<file path="src/rtl/rotate_sweep_ctrl_if.sv">
// Bus between the sweep sequencer and the external combinational barrel shifter.
// master = sequencer side, slave = shifter side.
interface rotate_sweep_ctrl_if;
  logic [7:0] sh_a;
  logic [2:0] sh_amt;
  logic       sh_lr;
  logic [7:0] sh_y;

  modport master (output sh_a, output sh_amt, output sh_lr, input sh_y);
  modport slave  (input sh_a, input sh_amt, input sh_lr, output sh_y);
endinterface

</file>
<file path="src/rtl/rotate_sweep_ctrl.sv">
// Rotate/sweep sequencer: feeds q through an external barrel shifter on every
// prescaled tick, either rotating one way or ping-ponging every SWEEP_LEN steps.
//
// state | meaning
// IDLE  | waiting for start, q holds last value
// RUN_L | stepping, shifter rotates left
// RUN_R | stepping, shifter rotates right
module rotate_sweep_ctrl #(
  parameter int TICK_DIV  = 4,
  parameter int SWEEP_LEN = 7
) (
  input  logic                       clk,
  input  logic                       reset_n,
  input  logic                       start_i,
  input  logic                       stop_i,
  input  logic [7:0]                 pattern_i,
  input  logic [2:0]                 step_amt_i,
  input  logic                       dir_init_i,
  input  logic                       bounce_i,
  input  logic [7:0]                 n_steps_i,
  rotate_sweep_ctrl_if.master        sh,
  output logic [7:0]                 q_o,
  output logic                       busy_o,
  output logic                       step_strobe_o,
  output logic                       done_o
);

  localparam int TW = (TICK_DIV > 1) ? $clog2(TICK_DIV) : 1;

  typedef enum logic [1:0] {IDLE, RUN_L, RUN_R} state_e;

  state_e         state_q, state_d;
  logic [7:0]     q_q, q_d;
  logic [2:0]     amt_q, amt_d;
  logic           bounce_q, bounce_d;
  logic [7:0]     nsteps_q, nsteps_d;
  logic [TW-1:0]  tick_q, tick_d;
  logic [7:0]     dir_cnt_q, dir_cnt_d;
  logic [7:0]     step_cnt_q, step_cnt_d;
  logic           strobe_q, strobe_d;
  logic           done_q, done_d;

  logic           tick;
  logic [7:0]     step_inc;
  logic [7:0]     dir_inc;

  assign tick     = (tick_q == TW'(TICK_DIV - 1));
  assign step_inc = step_cnt_q + 8'd1;
  assign dir_inc  = dir_cnt_q + 8'd1;

  always_ff @(posedge clk or negedge reset_n) begin
    if (!reset_n) begin
      state_q    <= IDLE;
      q_q        <= '0;
      amt_q      <= '0;
      bounce_q   <= 1'b0;
      nsteps_q   <= '0;
      tick_q     <= '0;
      dir_cnt_q  <= '0;
      step_cnt_q <= '0;
      strobe_q   <= 1'b0;
      done_q     <= 1'b0;
    end else begin
      state_q    <= state_d;
      q_q        <= q_d;
      amt_q      <= amt_d;
      bounce_q   <= bounce_d;
      nsteps_q   <= nsteps_d;
      tick_q     <= tick_d;
      dir_cnt_q  <= dir_cnt_d;
      step_cnt_q <= step_cnt_d;
      strobe_q   <= strobe_d;
      done_q     <= done_d;
    end
  end

  always_comb begin
    state_d    = state_q;
    q_d        = q_q;
    amt_d      = amt_q;
    bounce_d   = bounce_q;
    nsteps_d   = nsteps_q;
    tick_d     = tick_q;
    dir_cnt_d  = dir_cnt_q;
    step_cnt_d = step_cnt_q;
    strobe_d   = 1'b0;
    done_d     = 1'b0;

    case (state_q)
      IDLE: begin
        if (start_i && !stop_i) begin
          q_d        = pattern_i;
          amt_d      = step_amt_i;
          bounce_d   = bounce_i;
          nsteps_d   = n_steps_i;
          tick_d     = '0;
          dir_cnt_d  = '0;
          step_cnt_d = '0;
          state_d    = dir_init_i ? RUN_R : RUN_L;
        end
      end
      RUN_L, RUN_R: begin
        if (stop_i) begin
          state_d = IDLE;
        end else begin
          tick_d = tick ? '0 : tick_q + TW'(1);
          if (tick) begin
            q_d        = sh.sh_y;
            strobe_d   = 1'b1;
            step_cnt_d = step_inc;
            dir_cnt_d  = dir_inc;
            if (bounce_q && dir_inc == 8'(SWEEP_LEN)) begin
              dir_cnt_d = '0;
              state_d   = (state_q == RUN_L) ? RUN_R : RUN_L;
            end
            // completion overrides a coincident reversal
            if (nsteps_q != 8'd0 && step_inc == nsteps_q) begin
              state_d = IDLE;
              done_d  = 1'b1;
            end
          end
        end
      end
      default: state_d = IDLE;
    endcase
  end

  assign sh.sh_a        = q_q;
  assign sh.sh_amt      = amt_q;
  assign sh.sh_lr       = (state_q == RUN_R);
  assign q_o            = q_q;
  assign busy_o         = (state_q != IDLE);
  assign step_strobe_o  = strobe_q;
  assign done_o         = done_q;

endmodule

</file>
<file path="src/flat_wrapper.sv">
// flat-port wrapper written by rule: the top's interface ports become plain ports
module rotate_sweep_ctrl_flat 
#(
  parameter int TICK_DIV  = 4,
  parameter int SWEEP_LEN = 7
)
  (clk, reset_n, start_i, stop_i, pattern_i, step_amt_i, dir_init_i, bounce_i, n_steps_i, q_o, busy_o, step_strobe_o, done_o, sh_sh_a, sh_sh_amt, sh_sh_lr, sh_sh_y);
  rotate_sweep_ctrl_if sh_i ();
  input  logic clk;
  input  logic reset_n;
  input  logic start_i;
  input  logic stop_i;
  input  logic [7:0] pattern_i;
  input  logic [2:0] step_amt_i;
  input  logic dir_init_i;
  input  logic bounce_i;
  input  logic [7:0] n_steps_i;
  output logic [7:0] q_o;
  output logic busy_o;
  output logic step_strobe_o;
  output logic done_o;
  output wire logic [$bits(sh_i.sh_a)-1:0] sh_sh_a;
  output wire logic [$bits(sh_i.sh_amt)-1:0] sh_sh_amt;
  output wire logic [$bits(sh_i.sh_lr)-1:0] sh_sh_lr;
  input wire logic [$bits(sh_i.sh_y)-1:0] sh_sh_y;
  assign sh_sh_a = sh_i.sh_a;
  assign sh_sh_amt = sh_i.sh_amt;
  assign sh_sh_lr = sh_i.sh_lr;
  assign sh_i.sh_y = sh_sh_y;
  rotate_sweep_ctrl #(.TICK_DIV(TICK_DIV), .SWEEP_LEN(SWEEP_LEN)) u_core (.clk(clk), .reset_n(reset_n), .start_i(start_i), .stop_i(stop_i), .pattern_i(pattern_i), .step_amt_i(step_amt_i), .dir_init_i(dir_init_i), .bounce_i(bounce_i), .n_steps_i(n_steps_i), .sh(sh_i), .q_o(q_o), .busy_o(busy_o), .step_strobe_o(step_strobe_o), .done_o(done_o));
endmodule
</file>
<file path="config.mk">
export PLATFORM = sky130hd
export DESIGN_NAME = rotate_sweep_ctrl_flat
export DESIGN_NICKNAME = d
export VERILOG_FILES = /design/src/rtl/rotate_sweep_ctrl_if.sv /design/src/rtl/rotate_sweep_ctrl.sv /design/src/flat_wrapper.sv
export SDC_FILE = /design/constraint.sdc
export NUM_CORES = 1
export LEC_CHECK = 0
export BUFFER_PORTS_ARGS = -buffer_cell sky130_fd_sc_hd__buf_2
export CAP_MARGIN = 20
export CELL_PAD_IN_SITES_DETAIL_PLACEMENT = 0
export CELL_PAD_IN_SITES_GLOBAL_PLACEMENT = 1
export CORE_MARGIN = 1.5
export CORE_UTILIZATION = 44
export DETAILED_ROUTE_END_ITERATION = 12
export GPL_ROUTABILITY_DRIVEN = 0
export PLACE_DENSITY = 0.85
export SYNTH_ARGS = -nofsm -noshare
export SYNTH_HDL_FRONTEND = slang
export SYNTH_SLANG_ARGS = --single-unit
</file>
<file path="constraint.sdc">
create_clock -name clk -period 5.9 [get_ports clk]
set_input_delay 0.295 -clock clk [delete_from_list [all_inputs] [get_ports clk]]
set_output_delay 0.295 -clock clk [all_outputs]
set_load 0.05 [all_outputs]
</file>
==> results_dict.tcl, run 1 <==
set metrics [dict create \
    status "completed" \
    firstDrtPassIters 4 \
    p_total_w 0.00141 \
    grt.overflow.total 0 \
    route.detailed.drc 0 \
    setup_viol 0 \
    synth_fa_ha_area_share_pct 4.21 \
    num_vias 1774 \
    r2r-start "u_core.state_q[0]" \
    path_class "reg -> reg" \
    synth_cells 233 \
    wl_per_cell_um 12.5 \
    cp.required_ps 6110 \
    drv_slew 0 \
    reg2reg_to "u_core.dir_cnt_q[4]" \
    grt_pass1_vias 1662 \
    synthSimpleGateAreaFrac_pct 16.3 \
    synth.distinct_cells 42 \
    num_rows 26 \
    yosysWarnings 0 \
    core_sq_mm 0.00514 \
    combPwrFrac_pct 54.4 \
    r2r_slack_ps 2730 \
    hold-worst-slack_ps 143 \
    cts_hold_buf 0 \
    synth-seq-cells 42 \
    grt_pass1_wl_um 7550 \
    ios 56 \
    synth_compound_area_share_pct 13.0 \
    fin_tns_setup_ps 0 \
    synth_top_family_by_area "simple AND/OR/NAND/NOR gates" \
    yosysTopAreaCellShare_pct 44.3 \
    port_buffers 55 \
    skew_ps 10.1 \
    max_freq_mhz 316 \
    finalWirelength_um 4340 \
    syn_area_sq_mm 0.00237 \
    insertedDiodeCount 0 \
    area_delta_synth_final_pct 14.4 \
    yosysSeqAreaShare_pct 44.3 \
    initial_utilization_pct 46.2 \
    ys_top_cells_by_area "dfrtp_1 (44%), mux2_2 (6.2%), nand2_1 (5.2%), o21ai_0 (4.8%), ha_1 (4.2%)" \
    endpoint_kind "register" \
    synth-edff-count 0 \
    synthFlopType "dfrtp_1" \
    powerDensity_mw_per_mm2 520 \
    fp.dieArea_sq_mm 0.00585 \
    numCtsBuffers 5 \
    dr.first_iter.drc_count 86 \
    clkSinkCount 42 \
    ant_nets 0 \
    via_per_inst 5.10 \
    pwr-share-seq_pct 33.1 \
    cp-start-kind "register" \
    min_period_ps 3170 \
    clock_latency_ps 290 \
    antenna_found_initial 0 \
    swShare_pct 48.8 \
    hpwl_um 3090 \
    period_share_pct 53.7 \
    cp_max_fo 25 \
    yosysTopAreaCell "dfrtp_1" \
    maxCapViolations 0 \
    p_clk_share_pct 12.4 \
    internal_power_w 0.000722 \
    cts_tree "built" \
    power_leakage_nw 1.32 \
    grt_usage_pct 16.0 \
    grt_max_degree 43 \
    synth-xor-area-share_pct 5.48 \
    netSwitchingPower_w 0.000690 \
    nNetsFinal 319 \
    postCtsSetupBuffers 0 \
    hold_path_class "in -> async" \
    ff2ff_path_depth 9 \
    dieHeight_um 76.5 \
    slew_headroom_pct 37.3 \
    syn_area_per_cell_sq_um 10.2 \
    irDropWorstVdd_v 0.000373 \
    async_reset_ff_share_pct 100 \
    cts.clk_slew.worst_paths_ps 80 \
    fp.dieW_um 76.5 \
    syn_nets 274 \
    post_cts_resized 0 \
    crit_arrival_ps 3380 \
    muxShareOfSynthArea_pct 11.3 \
    hold_viol 0 \
    grt_setup_unrepaired "no" \
    cts-root-buf "clkbuf_8" \
    worstMarginPinSlew_ps 940 \
    layout-drive-gt1-share_pct 30.6 \
    cts.path.max_buffers 2 \
    cts.htree.levels 2 \
]
-- critical path: stages, from the launching register on --
cell and delay (ps):
dfrtp_1 400, inv_1 80, ha_1 880, mux2i_1 210, nor3_2 500, nand2_1 290
or2_2 420, o21ai_0 170, nand2_1 60, o21ai_0 60
-- logic make-up after synthesis --
family          after synthesis
simple gates                 75
compound gates               44
flops                        42
buf+inv                      25
mux                          25
xor+xnor                     14
fa+ha+maj                     8
-- through the flow --
step                area [sq um]  instances  setup WS (ps)  util (%)
floorplan                   2370        233           3680         -
global placement            2640        341           2790      51.3
detailed placement          2640        341           2710      51.3
CTS                         2720        348           2670      52.8
global route                2720        348           2340      52.8
finish                      2720        348           2730      52.8
-- layer usage --
layer  vias to the layer above  share of wire (%)  track usage (%)
li1                        891                  -                -
met1                       823                 51             21.6
met2                        55                 43             25.4
met3                         5                5.1             3.23
met4                         0                1.2             5.74
met5                         -                  0                0
-- layout by cell type (no fill, tap or decap), drive strengths merged --
| cell | count |
|---|---|
| nand3b | 1 |
| a2111oi | 1 |
| nand2b | 5 |
| clkbuf | 5 |
| nor2b | 2 |
| and3 | 1 |
| o31ai | 5 |
| nor2 | 4 |
| and2 | 2 |
| a22o | 7 |
| clkinv | 2 |
| a21o | 3 |
| mux2i | 10 |
| nand4 | 2 |
| and4b | 1 |
| or3 | 4 |
| o21a | 1 |
| a21oi | 1 |
| xnor2 | 10 |
| nor4 | 4 |
| and4 | 1 |
| o41ai | 2 |
| or2 | 1 |
| xor2 | 4 |
| inv | 8 |
| dfrtp | 42 |
| nand3 | 8 |
| mux2 | 15 |
| nand2 | 34 |
| buf | 55 |
| o21ai | 24 |
| nor3 | 5 |
| ha | 8 |
-- worst max-delay path by stage --
stage	from	to	slack, ps	cells after the start
after floorplan	u_core.state_q[0]	u_core.dir_cnt_q[4]	3680	10
after global placement	u_core.state_q[0]	u_core.dir_cnt_q[4]	2790	9
after detailed placement	u_core.state_q[0]	u_core.dir_cnt_q[2]	2710	9
after CTS	u_core.state_q[0]	u_core.dir_cnt_q[4]	2670	9
after global routing	u_core.state_q[0]	u_core.dir_cnt_q[4]	2340	9
final	u_core.state_q[0]	u_core.dir_cnt_q[4]	2730	9
-- synthesized netlist by cell type, drive strengths merged, types with 7 or more instances --
| cell type | instances |
|---|---|
| dfrtp | 42 |
| xnor2 | 10 |
| ha | 8 |
| o21ai | 24 |
| a22o | 7 |
| inv | 8 |
| nand2 | 34 |
| nand3 | 8 |
| mux2i | 10 |
| buf | 12 |
| mux2 | 15 |
-- state kept, by name, indices dropped and copies added (netlist names), 2 cells and up --
signal / count
u_core.sh.sh_amt: 3
u_core.dir_cnt_q: 8
u_core.tick_q: 2
u_core.state_q: 2
u_core.step_cnt_q: 8
u_core.nsteps_q: 8
u_core.q_o: 8
-- cell type report --
class | instances | area, sq um
fill | 485 | 2420
multi-input combinational | 166 | 1190
sequential | 42 | 1050
timing repair buffer | 55 | 275
tap | 70 | 87.6
clock buffer | 5 | 68.8
inverter | 8 | 30.0
clock inverter | 2 | 10.0
-- power by group through the flow --
stage	Combinational, W	Sequential [W]	Clock (W)
6_report	0.000769	0.000468	0.000176
5_1_grt	0.000840	0.000483	0.000192
4_1_cts	0.000778	0.000467	0.000183
3_5_place_dp	0.000779	0.000470	0
3_3_place_gp	0.000767	0.000470	0
2_1_floorplan	0.000543	0.000584	0
No activity file was read; power rests on OpenSTA's default activity.
==> inputs of run 2 (changes only) <==
--- a/config.mk
+++ b/config.mk
@@ -10,10 +10,10 @@
 export CELL_PAD_IN_SITES_DETAIL_PLACEMENT = 0
 export CELL_PAD_IN_SITES_GLOBAL_PLACEMENT = 1
 export CORE_MARGIN = 1.5
-export CORE_UTILIZATION = 44
+export CORE_UTILIZATION = 37
 export DETAILED_ROUTE_END_ITERATION = 12
 export GPL_ROUTABILITY_DRIVEN = 0
-export PLACE_DENSITY = 0.85
+export PLACE_DENSITY = 0.77
 export SYNTH_ARGS = -nofsm -noshare
 export SYNTH_HDL_FRONTEND = slang
 export SYNTH_SLANG_ARGS = --single-unit
==> constraint.sdc (replaced) <==
create_clock -name clk -period 2.65 [get_ports clk]
set_input_delay 0.1325 -clock clk [delete_from_list [all_inputs] [get_ports clk]]
set_output_delay 0.1325 -clock clk [all_outputs]
set_load 0.05 [all_outputs]
==> run 2 against run 1 <==
  * The run now ends with negative hold slack left
  * Power grew 140%
  * Cell area grew 3.9%
  * Clock-buffer cell count is the same
  * Maximum frequency grew 34%
  * Combinational power grew 130%
  * First-iteration DRC count grew 2.3%
==> results_dict.tcl, run 2 (synthesis results as in run 1) <==
set metrics [dict create \
    instances_no_fill 361 \
    r2r-start "u_core.step_cnt_q[0]" \
    p_total_w 0.00345 \
    area_delta_synth_final_pct 18.8 \
    maxCapViolations 0 \
    timing.final.ws_setup_ps 288 \
    insertedDiodeCount 0 \
    cp-start-kind "register" \
    seqCellArea_sq_mm 0.00105 \
    internal_power_w 0.00185 \
    post_cts_resized 0 \
    layout-drive-gt1-share_pct 32.0 \
    fp.dieW_um 83.1 \
    setup_viol 0 \
    dieHeight_um 83.1 \
    cts-root-buf "clkbuf_8" \
    swShare_pct 46.3 \
    fin_tns_setup_ps 0 \
    combPwrFrac_pct 51.8 \
    grt_usage_pct 14.3 \
    hpwl_um 3360 \
    nNetsFinal 324 \
    numCtsBuffers 5 \
    met3_usage_pct 3.88 \
    p_clk_share_pct 17.8 \
    ant_nets 0 \
    clock_latency_ps 300 \
    power_leakage_nw 1.37 \
    startpoint "u_core.step_cnt_q[0]" \
    hold-worst-slack_ps -25.6 \
    skew_ps 4.99 \
    crit_arrival_ps 2550 \
    wl_per_cell_um 13.1 \
    placedCellCount 353 \
    worstSetupEndpoint "u_core.state_q[1]" \
    grt_pass1_wl_um 8070 \
    pwr-share-seq_pct 30.4 \
    port_buffers 55 \
    cts.path.max_buffers 2 \
    nFillCells 607 \
    firstDrtPassIters 4 \
    dr.first_iter.drc_count 88 \
    worstMarginPinSlew_ps 966 \
    irDropWorstVdd_v 0.000690 \
    max_freq_mhz 423 \
    failed_checks "negative hold slack" \
    num_vias 1798 \
    multiInputGateArea_sq_mm 0.00119 \
    netSwitchingPower_w 0.00160 \
    route.detailed.drc 0 \
    min_period_ps 2360 \
    grt.overflow.total 0 \
    slew_headroom_pct 35.6 \
    status "complete, but fails checks" \
    fp.dieArea_sq_mm 0.00691 \
    cp_max_fo 7 \
    cts_tree "built" \
    grt_setup_unrepaired "no" \
    layout_common_cells "buf_2 (55), dfrtp_1 (42), nand2_1 (33), o21ai_0 (23), mux2_2 (13)" \
    cp.required_ps 2830 \
    via_per_inst 4.98 \
    layout.cells.most_common "buf_2" \
    ios 56 \
    powerDensity_mw_per_mm2 1220 \
    grt_pass1_vias 1749 \
    path_class "reg -> reg" \
    grtUsageMet1_pct 19.0 \
    core_sq_mm 0.00628 \
    postCtsSetupBuffers 0 \
    drv_slew 0 \
    clkSinkCount 42 \
    antenna_found_initial 0 \
    cts_hold_buf 0 \
    endpoint_kind "register" \
    grt_max_degree 43 \
    r2r_slack_ps 290 \
    num_rows 29 \
    hold_path_class "in -> async" \
    ff2ff_path_depth 7 \
    cts.htree.levels 2 \
    hold_viol 34 \
    use_met2_pct 23.7 \
    pre_cts_ws_ps 293 \
    reg2reg_to "u_core.state_q[1]" \
    initial_utilization_pct 37.8 \
    period_share_pct 89.1 \
    finalWirelength_um 4720 \
    gr-max-usage-layer "met2" \
    cts.clk_slew.worst_paths_ps 90 \
]
-- run 2: cell types whose count changed in the layout (fill, tap and decap cells not counted), sizes merged --
| cell | previous run | this run |
|---|---|---|
| bufinv | 0 | 2 |
| clkinv | 2 | 1 |
| buf | 55 | 60 |
-- run 2: metrics by stage --
stage,hold slack (ps),util (%),instance area [sq um]
after floorplan,-163,-,2370
after global placement,339,42.8,2680
after CTS,23.0,44.9,2820
final,-25.6,44.9,2820
after global routing,45.8,44.9,2820
after detailed placement,355,42.8,2680
-- run 2: critical path: stages, from the launching register on --
cell,delay [ps]
dfrtp_1,410
ha_1,350
nand2_4,100
xnor2_1,140
or3_4,380
a2111oi_4,410
o31ai_2,130
mux2_1,330
-- run 2: how the worst min path moves through the flow --
stage | start | end | slack [ps] | cells after the start
floorplan | reset_n | u_core.bounce_q | -160 | 0
global placement | reset_n | u_core.state_q[1] | 340 | 1
detailed placement | reset_n | u_core.tick_q[1] | 350 | 1
CTS | reset_n | u_core.done_o | 20 | 1
global route | reset_n | u_core.tick_q[1] | 50 | 1
finish | reset_n | u_core.tick_q[1] | -30 | 1
-- run 2: routing by layer --
| metal | vias up | wire [um] | part of all wire (%) |
|---|---|---|---|
| met1 | 837 | 2290 | 49 |
| met4 | 0 | 32 | 0.68 |
| met3 | 6 | 220 | 4.7 |
| met5 | - | 0 | 0 |
| met2 | 47 | 2170 | 46 |
| li1 | 908 | - | - |
-- run 2: power by group through the flow --
stage,registers (W),clock network [W],logic (W)
floorplan,0.00130,0,0.00121
global placement,0.00105,0,0.00179
detailed placement,0.00106,0,0.00180
CTS,0.00105,0.000631,0.00181
global route,0.00108,0.000661,0.00193
finish,0.00105,0.000615,0.00179
-- run 2: cell type report --
| type | instances | share of cell area, % |
|---|---|---|
| multi-input combinational | 166 | 42.3 |
| sequential | 42 | 37.3 |
| timing repair buffer | 60 | 11.1 |
| tap | 77 | 3.41 |
| clock buffer | 5 | 2.44 |
| clock inverter | 3 | 2.44 |
| inverter | 8 | 1.06 |
==> inputs of run 3 (changes only) <==
--- a/config.mk
+++ b/config.mk
@@ -13,7 +13,7 @@
 export CORE_UTILIZATION = 37
 export DETAILED_ROUTE_END_ITERATION = 12
 export GPL_ROUTABILITY_DRIVEN = 0
-export PLACE_DENSITY = 0.77
+export PLACE_DENSITY = 0.83
 export SYNTH_ARGS = -nofsm -noshare
 export SYNTH_HDL_FRONTEND = slang
 export SYNTH_SLANG_ARGS = --single-unit
==> run 3 against run 2 <==
  * The flow now finishes without violations
  * Utilization is 0.52 points lower
  * Clock-buffer cell count stayed put
  * Via count is 0.67% higher
  * Sequential power hardly changed
  * Critical endpoint is now u_core.state_q[0]
  * Highest routed layer unchanged
==> results_dict.tcl, run 3 (synthesis results as in run 1) <==
set metrics [dict create \
    port_buffers 55 \
    setup_viol 0 \
    worstMarginPinSlew_ps 939 \
    placedCellCount 353 \
    maxCapViolations 0 \
    grt_pass1_wl_um 7900 \
    slew_headroom_pct 37.4 \
    irDropWorstVdd_v 0.000767 \
    cp-start-kind "register" \
    period_share_pct 89.6 \
    num_vias 1810 \
    powerDensity_mw_per_mm2 1180 \
    grt.overflow.total 0 \
    drv_slew 0 \
    status "completed" \
    r2r-start "u_core.step_cnt_q[0]" \
    cpPeakStageDelay_ps 420 \
    cts-root-buf "clkbuf_8" \
    fin_tns_setup_ps 0 \
    clock_latency_ps 310 \
    power_leakage_nw 1.35 \
    finalWirelength_um 4570 \
    max_freq_mhz 421 \
    cts.path.max_buffers 2 \
    endpoint_kind "register" \
    ios 56 \
    cts.htree.levels 2 \
    instances_no_fill 362 \
    insertedDiodeCount 0 \
    layout-drive-gt1-share_pct 31.9 \
    skew_ps 7.03 \
    dieHeight_um 83.1 \
    cts.clk_slew.worst_paths_ps 90 \
    fp.dieW_um 83.1 \
    hold_path.startpoint "step_amt_i[1]" \
    path_class "reg -> reg" \
    cp_slowest_cell "a2111oi_4" \
    p_total_w 0.00329 \
    cp.required_ps 2840 \
    grt_usage_pct 14.2 \
    num_rows 29 \
    cts_tree "built" \
    startpoint "u_core.step_cnt_q[0]" \
    layout.cells.most_common "buf_2" \
    hold_viol 0 \
    wl_per_cell_um 12.6 \
    crit_path_cell_trace "ha_1, nand2_4, xnor2_1, or3_4, a2111oi_4, o31ai_2, mux2_1" \
    antenna_found_initial 0 \
    nNetsFinal 325 \
    hold-worst-slack_ps 46.0 \
    grt_max_degree 43 \
    cp_max_fo 7 \
    grt_setup_unrepaired "no" \
    hpwl_um 3300 \
    via_per_inst 5.00 \
    min_period_ps 2370 \
    crit_arrival_ps 2560 \
    layout_common_cells "buf_2 (55), dfrtp_1 (42), nand2_1 (33), o21ai_0 (23), mux2_2 (13)" \
    hold_path_class "in -> reg" \
    initial_utilization_pct 37.8 \
    dr.first_iter.drc_count 81 \
    ant_nets 0 \
    area_delta_synth_final_pct 17.4 \
    firstDrtPassIters 4 \
    core_sq_mm 0.00628 \
    fp.dieArea_sq_mm 0.00691 \
    clkSinkCount 42 \
    numCtsBuffers 5 \
    route.detailed.drc 0 \
    grt_pass1_vias 1707 \
]
[run 3: critical path, delay by kind of cell (launching register included)]
family	cells	cell delay [ps]
adder cells (fa/ha/maj)	1	350
flip-flops	1	410
multiplexers	1	320
XOR/XNOR	1	140
AND/OR/NAND/NOR	2	480
AO/OA/AOI/OAI	2	560
[run 3: area by class of cell]
class                   instances  area, sq um
well taps                      77         96.3
inverters                       8         30.0
fillers                       633         3490
clock buffers                   5         68.8
repair buffers                 61          323
flip-flops and latches         42         1050
clock inverters                 3         26.3
multi-input cells             166         1190
[run 3: worst paths after layout]
| check | endpoint | slack, ps | depth (start not counted) |
|---|---|---|---|
| max | u_core.state_q[0] | 280 | 7 |
| min | u_core.sh.sh_amt[1] | 50 | 2 |
| min reg2reg | u_core.step_cnt_q[1] | 500 | 2 |
| min in group asynchronous | u_core.q_o[1] | 500 | 2 |
| max reg2reg | u_core.state_q[0] | 280 | 7 |
| max in group asynchronous | u_core.state_q[1] | 1560 | 2 |
[run 3: per-stage QoR]
stage	cell area (sq um)	util [%]	setup slack (ps)
after CTS	2790	44.4	273
after global routing	2790	44.4	122
after floorplan	2370	-	432
after detailed placement	2680	42.8	296
after global placement	2680	42.8	375
final	2790	44.4	276
[run 3: repair_timing]
item / CTS / global route
hold buffers: 1 / 0
buffers inserted: 0 / 0
hold endpoints to repair: 16 / 0
gates resized for setup: 0 / 0
[run 3: where the power goes]
part	switching, W	leakage (nW)	internal (W)
combinational	0.00117	0.762	0.000622
clock	0.000256	0.0495	0.000196
sequential	0.000193	0.541	0.000853
total	0.00161	1.35	0.00167
[run 3: routing by layer]
layer | up-vias | global-route usage, % | share of wire (%)
met2 | 47 | 23.2 | 47
met3 | 6 | 3.78 | 4.9
met5 | - | 0 | 0
met1 | 848 | 18.5 | 46
met4 | 0 | 4.09 | 1.2
li1 | 909 | - | -
